$ cat config.mk
export PLATFORM = sky130hd
export DESIGN_NAME = multi_button_debouncer
export DESIGN_NICKNAME = d
export VERILOG_FILES = /design/src/rtl/multi_button_debouncer.sv
export SDC_FILE = /design/constraint.sdc
export NUM_CORES = 1
export LEC_CHECK = 0
export CORE_MARGIN = 1
export CORE_UTILIZATION = 44
export CTS_CLUSTER_SIZE = 12
export DETAILED_ROUTE_END_ITERATION = 10
export GPL_ROUTABILITY_DRIVEN = 0
export PLACE_DENSITY_LB_ADDON = 0.1
export SYNTH_ARGS = -nofsm -noshare
export SYNTH_HDL_FRONTEND = slang
export SYNTH_SLANG_ARGS = --single-unit
$ cat constraint.sdc
create_clock -name i_clock -period 6.7 [get_ports i_clock]
set_input_delay 2.01 -clock i_clock [delete_from_list [all_inputs] [get_ports i_clock]]
set_output_delay 2.01 -clock i_clock [all_outputs]
set_load 0.01 [all_outputs]
$ cat src/rtl/multi_button_debouncer.sv
// Per-channel button debouncer: 2-flop synchroniser, stability counter,
// registered press/release pulses and a one-shot long-press pulse.
module multi_button_debouncer #(
    parameter int unsigned CHANNELS      = 4,
    parameter int unsigned STABLE_CYCLES = 65536,
    parameter int unsigned HOLD_CYCLES   = 12000000,
    parameter bit          ACTIVE_LOW    = 1'b0
) (
    input  logic                i_clock,
    input  logic                i_reset_n,
    input  logic [CHANNELS-1:0] i_buttons,
    output logic [CHANNELS-1:0] o_state,
    output logic [CHANNELS-1:0] o_press_event,
    output logic [CHANNELS-1:0] o_release_event,
    output logic [CHANNELS-1:0] o_long_press_event
);

    localparam int unsigned STABLE_W = $clog2(STABLE_CYCLES + 1);
    localparam int unsigned HOLD_W   = $clog2(HOLD_CYCLES + 1);

    localparam logic [STABLE_W-1:0] STABLE_MAX = STABLE_W'(STABLE_CYCLES);
    localparam logic [HOLD_W-1:0]   HOLD_MAX   = HOLD_W'(HOLD_CYCLES);
    localparam logic [HOLD_W-1:0]   HOLD_LAST  = HOLD_W'(HOLD_CYCLES - 1);

    for (genvar ch = 0; ch < CHANNELS; ch++) begin : g_ch
        logic                sync_meta;
        logic                sync_level;
        logic                state_q;
        logic                press_q;
        logic                release_q;
        logic                long_q;
        logic [STABLE_W-1:0] stable_count;
        logic [HOLD_W-1:0]   hold_count;
        logic                pressed_c;
        logic                differ_c;
        logic                accept_c;

        assign pressed_c = sync_level ^ ACTIVE_LOW;
        assign differ_c  = (pressed_c != state_q);
        // The counter must have reached STABLE_CYCLES and the input still
        // differ one edge later; this yields 2+STABLE_CYCLES edges of latency.
        assign accept_c  = differ_c && (stable_count == STABLE_MAX);

        // Synchroniser idles at the not-pressed raw level.
        always_ff @(posedge i_clock or negedge i_reset_n) begin
            if (!i_reset_n) begin
                sync_meta  <= ACTIVE_LOW;
                sync_level <= ACTIVE_LOW;
            end else begin
                sync_meta  <= i_buttons[ch];
                sync_level <= sync_meta;
            end
        end

        always_ff @(posedge i_clock or negedge i_reset_n) begin
            if (!i_reset_n) begin
                stable_count <= '0;
            end else if (!differ_c || accept_c) begin
                stable_count <= '0;
            end else begin
                stable_count <= stable_count + STABLE_W'(1);
            end
        end

        always_ff @(posedge i_clock or negedge i_reset_n) begin
            if (!i_reset_n) begin
                state_q   <= 1'b0;
                press_q   <= 1'b0;
                release_q <= 1'b0;
            end else begin
                press_q   <= accept_c && pressed_c;
                release_q <= accept_c && !pressed_c;
                if (accept_c) begin
                    state_q <= pressed_c;
                end
            end
        end

        // A release accepted on the same edge wins over a long-press pulse.
        always_ff @(posedge i_clock or negedge i_reset_n) begin
            if (!i_reset_n) begin
                hold_count <= '0;
                long_q     <= 1'b0;
            end else begin
                long_q <= 1'b0;
                if (!state_q || accept_c) begin
                    hold_count <= '0;
                end else if (hold_count != HOLD_MAX) begin
                    hold_count <= hold_count + HOLD_W'(1);
                    long_q     <= (hold_count == HOLD_LAST);
                end
            end
        end

        assign o_state[ch]            = state_q;
        assign o_press_event[ch]      = press_q;
        assign o_release_event[ch]    = release_q;
        assign o_long_press_event[ch] = long_q;
    end

endmodule

==> flow_summary_export.csv, run 1 <==
group,metric,value,unit
cts,cts_buffers,17,
cts,root_buffer,"clkbuf_16",
placed_design,dp_hpwl,10.4,mm
critical_path,required,4690,ps
routing,num_vias,6189,
critical_path,r2r_slack,4260,ps
final_layout,nets,963,
critical_path,r2r_start,"g_ch[1].stable_count[0]",
run,maxCapViolCount,0,
power,power.density,221,nW/um^2
global_routing,grt_pass1_vias,5990,
critical_path,cp-start-kind,"register",
logic_synthesis,ys_seq_elements,188,
critical_path,cpMaxStageDelayCell,"clkdlybuf4s50_1",
cts,clkLatencyLatePin,430,ps
cts,cts_tree,"yes",
routing,wire_per_inst,13.3,um
critical_path,path_class,"register to output port",
power,p_leak,4.05,nW
critical_path,critPathMaxFanout,6,
logic_synthesis,synth_nets,954,
critical_path,crit_path_end_kind,"output port",
critical_path,critical_path.cell_chain,"clkdlybuf4s50_1",
final_layout,n_antenna_cell,0,
power,vdd_ir_drop_max,0.171,mV
final_layout,multi_input_area,4120,sq um
floorplanning,ios,22,
timing,rsz0062_at_grt,"false",
timing,period_needed,3470,ps
logic_synthesis,yosysSeqAreaShare,51.5,%
final_layout,layout-drive-gt1-share,5.97,%
floorplanning,num_rows,52,
cts,htree_num_levels,4,
timing,worst_pin_slew,1120,ps
timing,skew,15.0,ps
logic_synthesis,syn_area,9140,sq um
final_layout,nFillCells,1870,
logic_synthesis,syn_area_per_cell,9.81,sq um
cts,holdBufCountCts,0,
floorplanning,coreArea,20300,sq um
cts,clk_pin_slew_worst_paths,70,ps
final_layout,layout_common_cells,"dfrtp_1 (188), nor2_1 (184), xnor2_1 (76)",
floorplanning,dieArea,21400,sq um
routing,drtAntennaViolNets,0,
final_layout,syn_to_final_growth,11.0,%
final_layout,seqCellArea,4700,sq um
timing,min_period_over_period,51.7,%
timing,fin_tns_setup,0,ps
logic_synthesis,synthTopCellsByArea,"dfrtp_1 (51%), nor2_1 (7.6%), xnor2_1 (7.3%), xor2_1 (7.0%), nand3_1 (3.8%)",
cts,post_cts_buffers,0,
cts,clock-sinks,188,
placed_design,portBuffers,21,
routing,drt-total-wl,16.2,mm
final_layout,layout_commonest_cell,"dfrtp_1",
placed_design,dp_cells,1192,
logic_synthesis,synth.distinct_cells,41,
final_layout,fin_area,10100,sq um
cts,cts_resized,0,
global_routing,grt_pass1_wl,28.9,mm
routing,highest_layer,"met4",
global_routing,grt_max_degree,93,
critical_path,cp_num_buf_inv,1,
floorplanning,die_w,146,um
routing,route.met2.wl,7.24,mm
timing,relSlewSlack,24.5,%
floorplanning,start_util,45.0,%
outcome,status,"complete, no violations",
timing,setup_viol,0,
critical_path,worstRegToRegCells,7,
critical_path,critPathMaxStageDelay,580,ps
global_routing,grt.total_usage,16.5,%
critical_path,path_depth,1,
critical_path,setup.worst_path.start,"g_ch[1].state_q",
power,power,0.00224,W
cts,clk_path_buf_depth,2,
timing,timing.fmax,289,MHz
routing,wl_met1,8.52,mm
critical_path,reg2reg_to,"g_ch[1].long_q",
critical_path,crit_end,"o_state[1]",
routing,drt_iter0_drc,250,
worst_hold_path,min_path_type,"register to register",
routing,via_per_inst,5.06,
placed_design,place_area,9540,sq um
timing,finalMaxSlewViolations,0,
routing,route.detailed.drc,0,
floorplanning,fp.dieH,146,um
global_routing,grt_antenna_before_repair,0,
logic_synthesis,synth_top_area_share,51.5,%
final_layout,final_cells,1224,
logic_synthesis,synth_warnings,0,
logic_synthesis,synthCells,932,
routing,wl_met3,304,um
critical_path,arrival,1460,ps
timing,finalHoldViolCount,0,
global_routing,grt-ovfl-total,0,
routing,firstDrtPassIters,4,
critical_path,crit_family,"buffers and inverters",
logic_synthesis,yosysTopAreaCell,"dfrtp_1",
synth_stat cells, drive strengths merged:
cell type and instances:
a21oi 6, and2 2, and3 25, and4 13
and4b 1, buf 17, clkbuf 19, dfrtp 188
ha 16, inv 34, mux2 4, mux2i 4
nand2 50, nand2b 4, nand3 69, nand4 39
nor2 185, nor2b 2, nor3 37, nor3b 8
nor4 26, nor4b 4, nor4bb 1, o21a 1
o21ai 6, o21ba 1, or2 1, or3 8
or3b 4, or4 2, or4b 6, xnor2 76
xor2 73
logic make-up after synthesis:
logic type	after synthesis	share of synthesized area [%]
XOR/XNOR	149	14.3
adder cells (fa/ha/maj)	16	2.19
multiplexers	8	0.931
buffers and inverters	70	3.56
AO/OA/AOI/OAI	14	0.849
AND/OR/NAND/NOR	487	26.7
flip-flops	188	51.5
where the power goes:
group | switching [W] | leakage (nW) | internal [W]
logic | 0.0000351 | 1.17 | 0.0000125
clock network | 0.000439 | 0.286 | 0.000600
registers | 0.0000109 | 2.60 | 0.00114
total | 0.000485 | 4.05 | 0.00175
how the worst min path moves through the flow:
stage	start	end	slack, ps	cells after the start
after CTS	g_ch[0].sync_meta	g_ch[0].pressed_c	360	0
after floorplan	g_ch[0].sync_meta	g_ch[0].pressed_c	330	0
after detailed placement	g_ch[0].sync_meta	g_ch[0].pressed_c	340	0
after global routing	g_ch[0].sync_meta	g_ch[0].pressed_c	360	0
after global placement	g_ch[2].sync_meta	g_ch[2].pressed_c	330	0
final	g_ch[0].sync_meta	g_ch[0].pressed_c	350	0
layer usage:
metal / GRT usage (%) / vias to the layer above
met3: 3.38 / 9
met4: 5.47 / 0
met5: 0 / -
li1: - / 3160
met1: 23.6 / 2981
met2: 25.0 / 39
layout make-up:
type                            instances  area share [%]
Timing Repair Buffer                   26            2.48
Tap cell                              270            3.33
Sequential cell                       188            46.4
Multi-Input combinational cell        674            40.6
Clock inverter                         13            1.63
Clock buffer                           19            4.36
Inverter                               34            1.26
sequential cells by signal, indices dropped and copies added, names as in the netlist:
name	cells
g_ch.stable_count	68
g_ch.pressed_c	4
g_ch.press_q	4
g_ch.sync_meta	4
g_ch.hold_count	96
g_ch.long_q	4
g_ch.release_q	4
g_ch.state_q	4
per-stage QoR:
step | worst slack (ps) | util (%) | hold slack, ps
finish | 3230 | 50.0 | 352
global route | 3170 | 50.0 | 358
CTS | 3200 | 50.0 | 355
detailed placement | 3220 | 47.0 | 338
global placement | 3220 | 47.0 | 332
floorplan | 4140 | - | 331
Note: power is estimated with default switching activity, not from simulation.
==> run 2, diff against run 1 <==
==> constraint.sdc (replaced) <==
create_clock -name i_clock -period 3.2 [get_ports i_clock]
set_input_delay 0.96 -clock i_clock [delete_from_list [all_inputs] [get_ports i_clock]]
set_output_delay 0.96 -clock i_clock [all_outputs]
set_load 0.01 [all_outputs]
==> run 2 against run 1 <==
Compared with the run above: worst hold slack worse by 3.0 ps; clock-buffer cell count is 1 higher; clock power is 110% higher; via count is 0.15% higher; die area stayed put; wire length is 0.92% higher; sequential power is 110% higher; register-to-register slack worse by 3300 ps; sequential cell count stayed put; core utilization is 0.35 points higher; critical path type unchanged.
==> flow_summary_export.csv, run 2 (synthesis gave the netlist of run 1 again) <==
group,metric,value,unit
worst_hold_path,min_path_type,"register to register",
power,power,0.00473,W
critical_path,reg2reg_to,"g_ch[2].hold_count[1]",
final_layout,layout_commonest_cell,"dfrtp_1",
placed_design,dp_hpwl,11.0,mm
floorplanning,die_w,146,um
floorplanning,coreArea,20300,sq um
final_layout,n_antenna_cell,0,
run,maxCapViolCount,0,
timing,finalMaxSlewViolations,0,
critical_path,arrival,1500,ps
global_routing,grt_antenna_before_repair,0,
cts,cts_buffers,17,
routing,firstDrtPassIters,4,
critical_path,critical_path.cell_chain,"clkdlybuf4s50_1",
cts,root_buffer,"clkbuf_16",
power,p_leak,4.10,nW
routing,num_vias,6198,
critical_path,setup.worst_path.start,"g_ch[2].state_q",
critical_path,crit_family,"buffers and inverters",
power,power.density,463,nW/um^2
cts,holdBufCountCts,0,
critical_path,cp_num_buf_inv,1,
critical_path,worstRegToRegCells,5,
final_layout,top_regs,"g_ch.hold_count (96), g_ch.stable_count (68)",
global_routing,grt_pass1_vias,5987,
critical_path,required,2240,ps
final_layout,syn_to_final_growth,11.8,%
placed_design,portBuffers,21,
routing,drt_iter0_drc,248,
cts,post_cts_buffers,0,
routing,wire_per_inst,13.3,um
cts,clk_path_buf_depth,2,
global_routing,grt_pass1_wl,28.9,mm
timing,worst_pin_slew,871,ps
final_layout,layout-drive-gt1-share,6.46,%
global_routing,grt_max_degree,76,
global_routing,grt.total_usage,16.6,%
final_layout,multi_input_area,4120,sq um
final_layout,nets,970,
routing,drtAntennaViolNets,0,
routing,route.detailed.drc,0,
worst_hold_path,hold-path-endpoint,"g_ch[3].pressed_c",
final_layout,fin_area,10200,sq um
critical_path,cp-start-kind,"register",
timing,timing.fmax,406,MHz
worst_hold_path,min_delay_path_depth,0,
critical_path,crit_path_end_kind,"output port",
cts,clkLatencyLatePin,430,ps
cts,cts_resized,0,
final_layout,largest_reg_flops,96,
placed_design,place_area,9610,sq um
final_layout,largest_register,"g_ch.hold_count",
timing,skew,8.56,ps
critical_path,path_class,"register to output port",
final_layout,seqCellArea,4700,sq um
cts,cts_tree,"yes",
outcome,status,"complete, no violations",
timing,period_needed,2460,ps
cts,clock-sinks,188,
worst_hold_path,min_from,"g_ch[3].sync_meta",
timing,relSlewSlack,41.4,%
critical_path,cpMaxStageDelayCell,"clkdlybuf4s50_1",
critical_path,critPathMaxFanout,6,
routing,via_per_inst,5.04,
cts,htree_num_levels,4,
timing,fin_tns_setup,0,ps
floorplanning,start_util,45.0,%
timing,setup_viol,0,
floorplanning,num_rows,52,
routing,drt-total-wl,16.4,mm
final_layout,layout_common_cells,"dfrtp_1 (188), nor2_1 (184), xnor2_1 (76)",
critical_path,critPathMaxStageDelay,590,ps
critical_path,r2r_slack,930,ps
timing,min_period_over_period,76.9,%
floorplanning,ios,22,
power,vdd_ir_drop_max,0.320,mV
cts,clk_pin_slew_worst_paths,70,ps
timing,finalHoldViolCount,0,
floorplanning,dieArea,21400,sq um
global_routing,grt-ovfl-total,0,
timing,rsz0062_at_grt,"false",
final_layout,nFillCells,1894,
critical_path,r2r_start,"g_ch[2].hold_count[13]",
floorplanning,fp.dieH,146,um
==> run 2: worst max path at each step <==
stage / endpoint / slack [ps] / depth (start not counted)
floorplan: g_ch[2].hold_count[1] / 1030 / 5
global placement: g_ch[2].hold_count[1] / 950 / 5
detailed placement: g_ch[3].hold_count[1] / 920 / 5
CTS: o_state[2] / 700 / 1
global route: o_state[2] / 680 / 1
finish: o_state[2] / 740 / 1
==> run 2: area by class of cell <==
class,instances,share of cell area (%)
flip-flops and latches,188,46.0
multi-input cells,674,40.3
clock buffers,20,4.37
well taps,270,3.31
repair buffers,33,3.10
clock inverters,11,1.64
inverters,34,1.25
==> run 2: worst reg2reg max path: stages (launching register included) <==
cell     delay [ps]
dfrtp_1         410
or4b_1          530
or4_4           570
nor4_4          370
mux2i_1         220
nor2_1           50
==> run 2: layer usage <==
metal / GRT usage [%] / part of all wire (%)
met1: 23.5 / 51
met2: 25.3 / 45
met3: 4.06 / 2.5
met4: 5.00 / 1.1
met5: 0 / 0
==> run 2: report_power, final <==
| part | leakage [nW] | switching, W | total, W | internal [W] |
|---|---|---|---|---|
| Clock | 0.296 | 0.000884 | 0.00221 | 0.00132 |
| Combinational | 1.20 | 0.0000750 | 0.000105 | 0.0000302 |
| Sequential | 2.60 | 0.0000223 | 0.00242 | 0.00239 |
| Total | 4.10 | 0.000982 | 0.00473 | 0.00375 |
==> run 2: per-stage QoR <==
step | instances | setup slack [ps] | util (%) | hold WS, ps
2_1_floorplan | 932 | 1030 | - | 331
3_3_place_gp | 1199 | 954 | 47.3 | 334
3_5_place_dp | 1199 | 922 | 47.3 | 335
4_1_cts | 1230 | 704 | 50.3 | 350
5_1_grt | 1230 | 681 | 50.3 | 357
6_report | 1230 | 738 | 50.3 | 348
